==> src/rtl/arena_frame_rx.sv <==
// -----------------------------------------------------------------------------
// arena_frame_rx
//
// Receive side of the serial game-state link. Bytes from the UART receiver are
// reassembled into one 18-byte snapshot frame:
//   byte0      HEADER sync byte
//   byte1..13  arena map, LSB first (byte13 bits 7:4 ignored)
//   byte14     {Ay, Ax}
//   byte15     {By, Bx}
//   byte16     {unused[3:0], healthB, healthA}
//   byte17     XOR of bytes 1..16
// A frame whose checksum matches is published to the outputs in one cycle.
// A corrupt or stalled frame is dropped and the outputs keep their values.
//
// Ports:
//   clk            system clock
//   rst            synchronous active-high reset
//   i_rx_data      received byte
//   i_rx_valid     one-cycle strobe, i_rx_data valid this cycle
//   o_arena_0      arena map, bit index = y*10+x
//   o_playerAx/Ay  player A coordinates
//   o_playerBx/By  player B coordinates
//   o_healthA/B    player health
//   o_frame_valid  one-cycle pulse when the outputs update
//   o_frame_err    one-cycle pulse when a frame is dropped
//   o_busy         high while a frame is partially received
// -----------------------------------------------------------------------------
module arena_frame_rx #(
   parameter logic [7:0] HEADER         = 8'hA5,
   parameter int         TIMEOUT_CYCLES = 1000000,
   parameter int         TO_W           = 20
) (
   input  logic        clk,
   input  logic        rst,
   input  logic [7:0]  i_rx_data,
   input  logic        i_rx_valid,
   output logic [99:0] o_arena_0,
   output logic [3:0]  o_playerAx,
   output logic [3:0]  o_playerAy,
   output logic [3:0]  o_playerBx,
   output logic [3:0]  o_playerBy,
   output logic [1:0]  o_healthA,
   output logic [1:0]  o_healthB,
   output logic        o_frame_valid,
   output logic        o_frame_err,
   output logic        o_busy
);

   localparam logic [1:0] S_HUNT    = 2'd0;
   localparam logic [1:0] S_PAYLOAD = 2'd1;
   localparam logic [1:0] S_CHECK   = 2'd2;

   // The counter holds the number of idle cycles already elapsed, so the
   // cycle in which it equals TIMEOUT_CYCLES-1 is the TIMEOUT_CYCLES-th cycle
   // since the last accepted byte.
   localparam logic [TO_W-1:0] TO_LAST      = TO_W'(TIMEOUT_CYCLES - 1);
   localparam logic [3:0]      LAST_PAYLOAD = 4'd15;

   logic [1:0]      state;
   logic [3:0]      byte_cnt;
   logic [7:0]      xor_acc;
   logic [TO_W-1:0] to_cnt;

   // Shadow copy of the frame under reception; only published on a good
   // checksum, so it is never cleared.
   logic [99:0]     arena_sh;
   logic [7:0]      pos_a_sh;
   logic [7:0]      pos_b_sh;
   logic [3:0]      health_sh;

   logic            in_frame;
   logic            to_hit;
   logic            take_payload;

   assign in_frame     = (state != S_HUNT);
   // Timeout has priority over a byte arriving in the same cycle.
   assign to_hit       = in_frame && (to_cnt == TO_LAST);
   assign take_payload = i_rx_valid && !to_hit && (state == S_PAYLOAD);
   assign o_busy       = in_frame;

   // Payload capture into the shadow registers, indexed by byte count.
   always_ff @(posedge clk) begin
      if (take_payload) begin
         for (int k = 0; k < 12; k++) begin
            if (byte_cnt == 4'(k)) arena_sh[8*k +: 8] <= i_rx_data;
         end
         case (byte_cnt)
            4'd12:   arena_sh[99:96] <= i_rx_data[3:0];
            4'd13:   pos_a_sh        <= i_rx_data;
            4'd14:   pos_b_sh        <= i_rx_data;
            4'd15:   health_sh       <= i_rx_data[3:0];
            default: ;
         endcase
      end
   end

   // Frame state machine, checksum, timeout and published outputs.
   always_ff @(posedge clk) begin
      if (rst) begin
         state         <= S_HUNT;
         byte_cnt      <= 4'd0;
         xor_acc       <= 8'd0;
         to_cnt        <= '0;
         o_arena_0     <= 100'd0;
         o_playerAx    <= 4'd1;
         o_playerAy    <= 4'd1;
         o_playerBx    <= 4'd8;
         o_playerBy    <= 4'd8;
         o_healthA     <= 2'd3;
         o_healthB     <= 2'd3;
         o_frame_valid <= 1'b0;
         o_frame_err   <= 1'b0;
      end else begin
         o_frame_valid <= 1'b0;
         o_frame_err   <= 1'b0;
         if (to_hit) begin
            state       <= S_HUNT;
            to_cnt      <= '0;
            o_frame_err <= 1'b1;
         end else begin
            if (in_frame) to_cnt <= i_rx_valid ? '0 : to_cnt + TO_W'(1);
            if (i_rx_valid) begin
               case (state)
                  S_HUNT: begin
                     if (i_rx_data == HEADER) begin
                        state    <= S_PAYLOAD;
                        byte_cnt <= 4'd0;
                        xor_acc  <= 8'd0;
                        to_cnt   <= '0;
                     end
                  end
                  S_PAYLOAD: begin
                     xor_acc  <= xor_acc ^ i_rx_data;
                     byte_cnt <= byte_cnt + 4'd1;
                     if (byte_cnt == LAST_PAYLOAD) state <= S_CHECK;
                  end
                  S_CHECK: begin
                     state <= S_HUNT;
                     if (i_rx_data == xor_acc) begin
                        o_arena_0     <= arena_sh;
                        o_playerAx    <= pos_a_sh[3:0];
                        o_playerAy    <= pos_a_sh[7:4];
                        o_playerBx    <= pos_b_sh[3:0];
                        o_playerBy    <= pos_b_sh[7:4];
                        o_healthA     <= health_sh[1:0];
                        o_healthB     <= health_sh[3:2];
                        o_frame_valid <= 1'b1;
                     end else begin
                        o_frame_err   <= 1'b1;
                     end
                  end
                  default: state <= S_HUNT;
               endcase
            end
         end
      end
   end

endmodule

==> config.mk <==
export PLATFORM = sky130hd
export DESIGN_NAME = arena_frame_rx
export DESIGN_NICKNAME = d
export VERILOG_FILES = /design/src/rtl/arena_frame_rx.sv
export SDC_FILE = /design/constraint.sdc
export NUM_CORES = 1
export LEC_CHECK = 0
export ABC_AREA = 1
export CORE_MARGIN = 1
export CORE_UTILIZATION = 50
export DETAILED_ROUTE_END_ITERATION = 7
export MAX_ROUTING_LAYER = met4
export PLACE_DENSITY_LB_ADDON = 0.15
export SYNTH_ARGS = -nofsm -noshare
export SYNTH_HDL_FRONTEND = slang
export SYNTH_SLANG_ARGS = --single-unit
export TNS_END_PERCENT = 20
==> constraint.sdc <==
create_clock -name clk -period 2.1 [get_ports clk]
set_clock_uncertainty 0.15 [all_clocks]
set_input_delay 0.21 -clock clk [delete_from_list [all_inputs] [get_ports clk]]
set_output_delay 0.21 -clock clk [all_outputs]
set_load 0.05 [all_outputs]
==> Word level (Yosys, flattened, before mapping) <==
Cells that the tools add are included.
Widths: inputs -> output; s select.
{ "totals": {"regBits": 276, "wordCells": 103} }
{ "classes": {"addsub": 2, "n_eq_ne": 22, "muxes": 17, "bitwise_logic": 4, "n_reduce_logical": 29} }
{ "op_table": {"columns": ["cell", "n"], "rows": [
  ["$mux 20", 5],
  ["$eq 4x4->1 const B", 8],
  ["$reduce_and 2->1", 16],
  ["$add 20x1->20 const B", 1],
  ["$eq 20x20->1 const B", 1],
  ["$eq 4x3->1 const B", 4],
  ["$pmux 8 s2", 1],
  ["$eq 4x2->1 const B", 2],
  ["$eq 8x8->1", 1],
  ["$eq 8x8->1 const B", 1],
  ["$mux 8", 1],
  ["$pmux 4 s2", 1],
  ["$reduce_and 4->1", 2],
  ["$xor 8x8->8", 1],
  ["$mux 1", 5],
  ["$add 4x1->4 const B", 1],
  ["$eq 4x1->1 const B", 1],
  ["$logic_not 4->1", 1],
  ["$mux 2", 2],
  ["$mux 4", 1],
  ["$pmux 2 s2", 1],
  ["$reduce_bool 2->1", 2],
  ["$reduce_or 4->1", 1],
  ["$logic_and 1x1->1", 3],
  ["9 further kinds", 11]
]} }

==> Logic depth before layout (Yosys ltp) <==
{ "depth": {"ltp_word": 6, "depth_mapped": 12, "mapped_depth_nobuf": 10} }

==> Worst setup path after synthesis <==
No wires, ideal clock.
{ "synth_timing": {"path_kind": "reg-to-reg", "from": "register state[1]", "to": "register arena_sh[24] (enable)", "setup_ns": 0.370, "t_arrival_ns": 1.648, "required_ns": 1.580, "setup_slack_ns": -0.068, "stages_incl_launch_ff": 11, "n_path_buf": 1, "synth_period_minus_slack_ns": 2.168, "path_cell_list": "dfxtp_1 inv_2 nand2_4 nand2_1 nor2_1 nand3_2 buf_2 nand3_1 inv_2 nand2_1 nor2_1"} }
{ "synth_via": {"elab_chain_cells": 6, "elab_cells_between_ends": 7, "cone_classes": "eq/ne: 1; reduce/logical: 6"} }
{ "synth_lines": {"columns": ["item", "line_no", "text"], "rows": [
  ["from (decl)", "59", "logic [1:0] state;"],
  ["from (signal assigned)", "100", "state <= S_HUNT;"],
  ["from (signal assigned)", "117", "state <= S_HUNT;"],
  ["from (signal assigned)", "126", "state <= S_PAYLOAD;"],
  ["$reduce_bool 2->1", "75", "assign in_frame = (state != S_HUNT);"],
  ["via o_busy", "46", "output logic o_busy"],
  ["$logic_and 1x1->1", "77", "assign to_hit = in_frame && (to_cnt == TO_LAST);"],
  ["$logic_not 1->1", "78", "assign take_payload = i_rx_valid && !to_hit && (state == S_PAYLOAD);"],
  ["$logic_and 1x1->1 (2 in a row)", "78", null],
  ["$reduce_and 2->1 (no source line)", null, null],
  ["to (signal, indexed assignment)", "85", "if (byte_cnt == 4'(k)) arena_sh[8*k +: 8] <= i_rx_data;"],
  ["to (decl)", "66", "logic [99:0] arena_sh;"]
]} }
The timed path passes the listed nets, and every way through them passes these cells.
A chain may end at the register's enable or synchronous reset.

==> Worst setup path in the final report <==
{ "layout_timing": {"from": "register o_arena_0[55]", "to": "output o_arena_0[55]"} }
{ "layout_rtl": {"columns": ["item", "line_no", "text"], "rows": [
  ["from (decl)", "37", "output logic [99:0] o_arena_0,"],
  ["from (signal assigned)", "140", "o_arena_0 <= arena_sh;"]
]} }
No word-level cell between the ends.

==> flow_summary.yaml <==
cts:
  clock_path_buffers: 3
  clkLatencyLatePin_ns: 0.53
  cts_hold_buf: 0
  root_buffer: "clkbuf_16"
  cts_made_buffers: 28
  clkSinkCount: 276
  clk_pin_slew_ns: 0.06
  cts_tree: "yes"
  cts_max_level: 1
setup_path:
  crit_chain: "clkdlybuf4s50_1"
  path_class: "reg2out"
  startpoint: "o_arena_0[55]"
  max_stage_delay_ns: 0.81
  cp_max_fo: 2
  arrival_ns: 1.71
  path_buf_inv: 1
  cp-end-kind: "primary output"
  cp.depth: 1
  path_delay_family: "buffers and inverters"
  cp-start-kind: "flip-flop"
  slowest_stage: "clkdlybuf4s50_1"
  crit_end: "o_arena_0[55]"
  required_ns: 1.74
  worstReg2RegStart: "to_cnt[0]"
  r2r-end: "arena_sh[41]"
  rrSetupSlack_ns: 0.04
  reg2regPathDepth: 9
hold_path:
  hp-class: "reg2reg"
placement:
  portBuffers: 133
  dp_hpwl_um: 16500
  place_worst_setup_slack_ns: -0.696
  gp_congestion: 0.823
  dp_cells: 1665
route:
  viasPerCell: 5.01
  drc: 0
  first_pass_iters: 5
  wl_per_cell_um: 14.9
  routed_wl_um: 25600
  ant_nets: 0
  initialDrtViolationCount: 509
  dr_total_vias: 8639
sta:
  hold_viol_final: 0
  worstMarginPinSlew_ns: 0.519
  rsz0062_at_grt: "yes"
  setup_ws_ns: 0.0349
  whs_ns: 0.299
  setup_tns_ns: 0
  relSlewSlack_pct: 65.3
  min_period_over_period_pct: 98.3
  setup_viol: 0
  fmax_mhz: 484
  drv_slew: 0
  period_needed_ns: 2.07
final_layout:
  nets: 1442
  stdcell_count: 1723
  areaGrowthSynthToFinish_pct: 30.1
  fillers: 1764
  final_common_cell: "nor2_1"
  most-common-layout-cells: "296 x nor2_1, 229 x nand2_1, 156 x dfxtp_1"
  drive_above_1_share_pct: 11.3
  diodes: 0
grt:
  grtUsageTotal_pct: 23.5
  grt_antenna_before_repair: 0
  grt_pass1_wl_um: 40500
  gr-total-overflow: 0
  grt_pass1_vias: 8094
  grt_max_degree: 76
synth:
  synth_cell_types: 27
  netlist.area_leader.share_pct: 33.0
  synth.top_cells.by_area: "edfxtp_1 33%, dfxtp_1 29%, nor2_1 11%"
  synth_cells: 1247
  syn_area_um2: 10900
  synth_top_cell_by_area: "edfxtp_1"
  ys_seq_area_share_pct: 61.6
  synth_seq_cells: 276
  avgSynthCellArea_um2: 8.75
  synth_warnings: 0
  syn_nets: 1263
pwr:
  p_leak_nw: 5.73
  finalPower_mw: 10.6
  ir_drop_uv: 704
  power.density_nw_per_um2: 748
die:
  io_pins: 134
  coreArea_um2: 21200
  rows: 53
  die_w_um: 150
  die_area_um2: 22400
  die_y_um: 150
  initial_core_util_pct: 51.4
run_status:
  outcome: "complete, no violations"
run:
  drv_cap: 0
cell usage after synthesis:
cell type / instances
nor2_1: 318
nand2_1: 233
dfxtp_1: 156
inv_1: 147
edfxtp_1: 120
nand4_1: 119
buf_2: 35
clkbuf_1: 27
nand3_1: 24
a21oi_1: 12
nor3_1: 12
inv_2: 7
buf_1: 6
clkinv_1: 5
ha_1: 5
xor2_1: 4
o21ai_0: 3
xnor2_1: 3
nand3_2: 2
nor3b_1: 2
nand2_4: 1
nand3b_1: 1
nor2_2: 1
nor3_4: 1
nor4_1: 1
o22ai_1: 1
o32ai_1: 1
worst min path at each step:
stage / slack (ns) / cells after the start / from / end
2_1_floorplan: 0.13 / 1 / rst / byte_cnt[2]
3_3_place_gp: 0.28 / 2 / pos_b_sh[3] / o_playerBx[3]
3_5_place_dp: 0.28 / 2 / pos_b_sh[7] / o_playerBy[3]
4_1_cts: 0.28 / 2 / rst / byte_cnt[2]
5_1_grt: 0.31 / 2 / pos_a_sh[0] / o_playerAx[0]
6_report: 0.30 / 2 / pos_a_sh[0] / o_playerAx[0]
layout make-up:
| class | instances | area (µm²) | share of cell area (%) |
|---|---|---|---|
| Clock buffer | 42 | 795 | 5.60 |
| Clock inverter | 10 | 80.1 | 0.564 |
| Inverter | 159 | 602 | 4.24 |
| Multi-Input combinational cell | 744 | 3480 | 24.5 |
| Sequential cell | 276 | 6730 | 47.4 |
| Tap cell | 275 | 344 | 2.42 |
| Timing Repair Buffer | 217 | 2170 | 15.3 |
layer usage:
| layer | part of all wire, % | wire length, µm | global-route usage, % |
|---|---|---|---|
| met2 | 48 | 12200 | 38.2 |
| met5 | 0 | 0 | - |
| met4 | 2.4 | 624 | 6.82 |
| met1 | 45 | 11500 | 31.0 |
| met3 | 5.4 | 1380 | 2.87 |
per-stage QoR:
stage               area, µm²  utilization, %
CTS                     14000            65.8
global placement        13000            61.3
global route            14200            66.9
finish                  14200            66.9
floorplan               10900               -
detailed placement      13000            61.3
worst register-to-register path: cells and delay by family, from the launching register on:
kind	cells	cell delay, ns
AND/OR/NAND/NOR	6	0.77
buffers and inverters	2	0.29
flip-flops	1	0.31
adder cells (fa/ha/maj)	1	0.22
where the power goes:
| group | internal, mW | switching (mW) | leakage, nW |
|---|---|---|---|
| sequential | 5.59 | 0.00127 | 2.33 |
| combinational | 0.0991 | 0.186 | 2.98 |
| clock | 2.73 | 2.00 | 0.420 |
| total | 8.42 | 2.19 | 5.73 |
logic make-up after synthesis:
family	share of synthesized area (%)
buffers and inverters	8.21
flip-flops	61.6
XOR/XNOR	0.562
AO/OA/AOI/OAI	0.826
adder cells (fa/ha/maj)	0.573
AND/OR/NAND/NOR	28.2
flip-flops by register name, indices dropped and copies added (netlist names):
register       count
arena_sh         100
o_playerBy         4
o_playerBx         4
o_arena_0        100
byte_cnt           4
o_frame_valid      1
o_frame_err        1
o_playerAy         4
health_sh          4
pos_b_sh           8
to_cnt            20
pos_a_sh           8
o_healthB          2
o_playerAx         4
xor_acc            8
o_healthA          2
state              2
repair_timing:
item                       4_1_cts  5_1_grt
cloned                           0        2
setup endpoints to repair      272      269
hold endpoints to repair         0        0
setup buffers                    0        4
pin swaps                        0        5
gates resized for setup         35       35
Note: power is estimated with default switching activity, not from simulation.
